`config.mk`:
```
export PLATFORM = sky130hd
export DESIGN_NAME = alu_mul_seq
export DESIGN_NICKNAME = d
export VERILOG_FILES = /design/src/rtl/alu_mul_seq.sv
export SDC_FILE = /design/constraint.sdc
export NUM_CORES = 1
export LEC_CHECK = 0
export CAP_MARGIN = 20
export CELL_PAD_IN_SITES_DETAIL_PLACEMENT = 1
export CELL_PAD_IN_SITES_GLOBAL_PLACEMENT = 2
export CORE_MARGIN = 2
export CORE_UTILIZATION = 27
export DETAILED_ROUTE_END_ITERATION = 12
export MAX_ROUTING_LAYER = met4
export PLACE_DENSITY = 0.83
export SYNTH_ARGS = -nofsm -noshare
export SYNTH_HDL_FRONTEND = slang
export SYNTH_SLANG_ARGS = --single-unit
```
`constraint.sdc`:
```
create_clock -name clk -period 2 [get_ports clk]
set_input_delay 0.4 -clock clk [delete_from_list [all_inputs] [get_ports clk]]
set_output_delay 0.4 -clock clk [all_outputs]
set_load 0.005 [all_outputs]
```
`src/rtl/alu_mul_seq.sv`:
```
// alu_mul_seq
//   Sequential 16-bit unsigned multiplier that borrows the datapath ALU.
//   Uses shift-and-add: each loop iteration tests the multiplier Q.
//   When Q[0] is set, it adds the shifted multiplicand M into the accumulator P.
//   It then doubles M (MUL2) and halves Q (DIV2), all through the external ALU.
//   The product is truncated to 16 bits (modulo 2^16). There is no overflow flag.
//
// Ports
//   clk        : clock, rising edge
//   rst_n      : asynchronous active-low reset
//   start      : request, sampled only in IDLE
//   MA, MB     : multiplicand / multiplier, captured on accepted start
//   ALUA, ALUB : ALU operands (combinational from state and registers)
//   OP         : ALU opcode (combinational from state)
//   ALUR, Z    : ALU result and zero flag (ALU is combinational)
//   PROD       : registered product, updated on the TEST->FIN transition
//   busy       : high in every state except IDLE
//   done       : one-cycle pulse while in FIN
//
// Handshake: start is a level request. It is accepted on the rising edge
// where the FSM is in IDLE and start=1. Nothing is accepted while busy=1.
// Completion is signalled by done being high for exactly the FIN cycle.
// PROD is valid from that cycle until the next completion.
module alu_mul_seq (
  input  logic        clk,
  input  logic        rst_n,
  input  logic        start,
  input  logic [15:0] MA,
  input  logic [15:0] MB,
  output logic [15:0] ALUA,
  output logic [15:0] ALUB,
  output logic [3:0]  OP,
  input  logic [15:0] ALUR,
  input  logic        Z,
  output logic [15:0] PROD,
  output logic        busy,
  output logic        done
);

  // ALU opcode encodings
  localparam logic [3:0] OP_A    = 4'd0;
  localparam logic [3:0] OP_ADD  = 4'd2;
  localparam logic [3:0] OP_DIV2 = 4'd8;
  localparam logic [3:0] OP_MUL2 = 4'd9;

  // FSM states
  localparam logic [2:0] S_IDLE = 3'd0;
  localparam logic [2:0] S_TEST = 3'd1;
  localparam logic [2:0] S_ADDS = 3'd2;
  localparam logic [2:0] S_SHM  = 3'd3;
  localparam logic [2:0] S_SHQ  = 3'd4;
  localparam logic [2:0] S_FIN  = 3'd5;

  logic [2:0]  state;
  logic [15:0] p_q;   // accumulator
  logic [15:0] m_q;   // shifted multiplicand
  logic [15:0] q_q;   // shifted multiplier

  always_ff @(posedge clk or negedge rst_n) begin
    if (!rst_n) begin
      state <= S_IDLE;
      p_q   <= 16'd0;
      m_q   <= 16'd0;
      q_q   <= 16'd0;
      PROD  <= 16'd0;
    end else begin
      case (state)
        S_IDLE: begin
          if (start) begin
            p_q   <= 16'd0;
            m_q   <= MA;
            q_q   <= MB;
            state <= S_TEST;
          end
        end
        S_TEST: begin
          // Z reflects Q passed through the ALU unchanged. Q==0 ends the loop.
          if (Z) begin
            PROD  <= p_q;
            state <= S_FIN;
          end else if (q_q[0]) begin
            state <= S_ADDS;
          end else begin
            state <= S_SHM;
          end
        end
        S_ADDS: begin
          p_q   <= ALUR;
          state <= S_SHM;
        end
        S_SHM: begin
          m_q   <= ALUR;
          state <= S_SHQ;
        end
        S_SHQ: begin
          q_q   <= ALUR;
          state <= S_TEST;
        end
        S_FIN: begin
          state <= S_IDLE;
        end
        default: begin
          state <= S_IDLE;
        end
      endcase
    end
  end

  // ALU drive: operand and opcode selection by state
  always_comb begin
    OP   = OP_A;
    ALUA = 16'd0;
    ALUB = 16'd0;
    case (state)
      S_TEST: begin
        OP   = OP_A;
        ALUA = q_q;
      end
      S_ADDS: begin
        OP   = OP_ADD;
        ALUA = p_q;
        ALUB = m_q;
      end
      S_SHM: begin
        OP   = OP_MUL2;
        ALUA = m_q;
      end
      S_SHQ: begin
        OP   = OP_DIV2;
        ALUA = q_q;
      end
      default: begin
        OP   = OP_A;
        ALUA = 16'd0;
        ALUB = 16'd0;
      end
    endcase
  end

  assign busy = (state != S_IDLE);
  assign done = (state == S_FIN);

endmodule

```
==> impl_metrics.csv <==
group,metric,value,unit
run_status,status,"complete, but fails checks",
synthesis,synth_fp_nets,375,
die,num_rows,41,
placed_design,placed_cell_area,4830,um^2
synthesis,synth_adder_area_share,0,%
power,clockPowerShare,17.3,%
timing,fin_ws,-0.176,ns
synthesis,synth_seq_cells,67,
global_route,grt_max_degree,68,
routing,first_pass_iters,4,
setup_path,r2r_end,"q_q[10]",
global_route,grt_pass1_wl,19.1,mm
timing,min_period_over_period,109,%
die,die_area,13600,um^2
run_status,violations,"setup timing",
routing,routedWlPerCell,19.1,um
routing,postRouteAntennaNets,0,
synthesis,synth_compound_area_share,15.1,%
setup_path,crit_chain,"buf_12 -> buf_6 -> buf_12 -> mux2_4 -> a22oi_2 -> o21ai_1 -> buf_2",
synthesis,netlist.area_leader.share,48.9,%
power,p_sw_share,35.2,%
routing,route.met3.wl,369,um
die,fp.coreArea,12500,um^2
synthesis,yosysTopAreaCell,"dfrtp_1",
synthesis,synthMuxAreaShare,19.8,%
global_route,grt_pass1_vias,3497,
global_route,overflow,0,
die,die_y,117,um
clocking,root_buffer,"clkbuf_16",
timing,layout_min_cycle_time,2.18,ns
synthesis,ys_seq_area_share,48.9,%
clocking,clock_sinks,67,
routing,drtIter0Drc,132,
timing,finClkSkew,0.00607,ns
timing,slew_headroom,33.6,%
clocking,cts_tree,"yes",
synthesis,synth.distinct_cells,29,
run,maxCapViolations,0,
setup_path,cp-end-kind,"primary output",
timing,setup_violations,72,
setup_path,r2r_slack,-0.13,ns
setup_path,crit_type,"reg -> out",
routing,routed_wl,12.7,mm
timing,grt_setup_unrepaired,"true",
clocking,cts_buffers,9,
layout,design_area,5770,um^2
setup_path,slowest_stage,"dfrtp_2",
timing,max_freq,460,MHz
setup_path,reg2reg_from,"state[0]",
timing,drv_slew,0,
placed_design,gp_congestion,0.793,
clocking,insertion_delay,0.33,ns
layout,antennaDiodeCount,0,
routing,via_per_inst,4.82,
synthesis,synth_top_family_by_area,"multiplexers",
synthesis,yosys-top-cells-area,"dfrtp_1 49%, mux2_2 11%, mux2i_1 9.3%",
timing,hold_violations,0,
placed_design,dp_slack,-0.279,ns
routing,topRoutingLayerUsed,"met4",
clocking,clkSlewWorstSetupHoldPaths,0.06,ns
setup_path,cp_common_cell,"buf_12",
synthesis,syn_inst,323,
setup_path,critical_path_buf_inv_count,4,
power,power_switching,0.00319,W
layout,drive_gt1_share,41.6,%
routing,met1_length,5.60,mm
setup_path,critPathTopFamily,"buffers and inverters",
setup_path,cp_max_fo,5,
setup_path,reg2reg_depth,6,
synthesis,syn_area,3430,um^2
setup_path,crit_cells,7,
clocking,cts_hold_buf,0,
layout,fillCellCount,1381,
die,boundaryPins,106,
layout,syn_to_final_growth,68.3,%
power,intPower,0.00588,W
clocking,htreeDepth,3,
synthesis,synth-simple-area-share,11.5,%
placed_design,dp_hpwl,7.87,mm
clocking,cts_max_path_buffers,2,
global_route,grtUsageTotal,19.3,%
placed_design,portBuffers,104,
die,fp.dieW,117,um
layout,fin_nets,540,
setup_path,critPathMaxStageDelay,0.44,ns
synthesis,synth.avg_cell_area,10.6,um^2
power,p_per_area,1570,nW/um^2
synthesis,synth_xor_xnor_area_share,0,%
global_route,antenna_found_initial,0,
routing,drc,0,
power,power_frac_comb,53.4,%
power,seqPwrFrac,29.3,%
die,start_util,27.4,%
timing,worstMarginPinSlew,0.995,ns
power,peakVddDrop,0.550,mV
setup_path,arrival,1.78,ns
routing,route.met2.wl,6.53,mm
synthesis,yosys_warnings,0,
setup_path,worstSetupStartpointType,"flop",
power,leakage,2.55,nW
setup_path,worstPathRequired,1.60,ns
routing,num_vias,3202,
min_path,hold_class,"in -> async",
flip-flops by register name, indices dropped and copies added, names as in the netlist:
signal  cells
state       3
q_q        16
PROD       16
m_q        16
p_q        16
area by class of cell:
type                       instances  area (um^2)  area share (%)
multi-input combinational        227         1830            31.7
timing repair buffer             181         1750            30.3
sequential                        67         1680            29.1
clock buffer                      14          254            4.40
tap                              172          215            3.73
clock inverter                     2         35.0           0.607
inverter                           2         7.51           0.130
Yosys cell counts:
cell type and n:
a21oi_1 18, a22o_1 16, a22oi_1 16, and2_1 17, and2b_1 1, buf_1 2
buf_2 7, buf_4 2, buf_6 4, clkbuf_1 12, conb_1 1, dfrtp_1 67
inv_1 2, mux2_2 32, mux2i_1 32, nand2_1 32, nand2b_1 1, nand3b_1 1
nor2_1 18, nor2_2 1, nor2b_1 1, nor3b_1 1, nor3b_2 1, nor3b_4 1
nor4b_1 1, o21ai_0 32, o32ai_1 1, or2_2 2, or3_1 1
cell usage in the layout (no fill, tap or decap), types with 2 or more instances in the layout:
cell	synthesis	layout
nand2_1	32	32
mux2_4	0	18
a22oi_1	16	2
and2_4	0	16
o21ai_2	0	4
o21ai_1	0	12
mux2_2	32	14
buf_2	7	21
clkbuf_16	0	10
buf_4	2	44
dfrtp_2	0	3
nor3b_4	1	3
clkbuf_1	12	4
a22oi_2	0	14
buf_12	0	8
buf_6	4	35
nor2_1	18	18
a21oi_1	18	18
o21ai_0	32	16
buf_8	0	4
clkdlybuf4s50_1	0	66
dfrtp_1	67	64
a22o_1	16	16
mux2i_1	32	32
through the flow:
| step | std cells | setup TNS (ns) | power [W] | hold WS (ns) | util [%] |
|---|---|---|---|---|---|
| 2_1_floorplan | 323 | 0 | 0.00441 | 0.104 | - |
| 3_3_place_gp | 602 | -7.72 | 0.00629 | 0.453 | 38.6 |
| 3_5_place_dp | 602 | -11.57 | 0.00645 | 0.456 | 38.6 |
| 4_1_cts | 659 | -3.68 | 0.00870 | 0.112 | 44.5 |
| 5_1_grt | 665 | -11.27 | 0.00962 | 0.131 | 46.1 |
| 6_report | 665 | -5.17 | 0.00907 | 0.0965 | 46.1 |
per-layer routing:
metal / vias up / global-route usage (%)
met5: - / -
met4: 0 / 6.90
met3: 13 / 2.54
met2: 70 / 32.3
met1: 1639 / 23.9
li1: 1480 / -
power by group through the flow:
stage | Combinational [W] | Clock [W] | Sequential, W
after global routing | 0.00521 | 0.00166 | 0.00275
after detailed placement | 0.00386 | 0 | 0.00259
final | 0.00484 | 0.00157 | 0.00266
after floorplan | 0.00201 | 0 | 0.00240
after global placement | 0.00371 | 0 | 0.00257
after CTS | 0.00448 | 0.00161 | 0.00262
worst max path at each step:
stage              end      from
2_1_floorplan  ALUA[0]  state[1]
3_3_place_gp   ALUA[6]  state[0]
3_5_place_dp   ALUA[4]  state[0]
4_1_cts        ALUA[6]  state[1]
5_1_grt        q_q[10]  state[0]
6_report       ALUA[6]  state[1]
repair_timing:
item,in CTS,in global routing
setup endpoints to repair,71,97
gates cloned,2,1
pin swaps,20,3
resized for setup,235,36
setup buffers,40,6
cell families after synthesis:
family	Yosys count
DFF	67
and+or+nand+nor	79
AOI/OAI and AO/OA	83
buffers and inverters	29
muxes	64
other	1
Note: power is estimated with default switching activity, not from simulation.
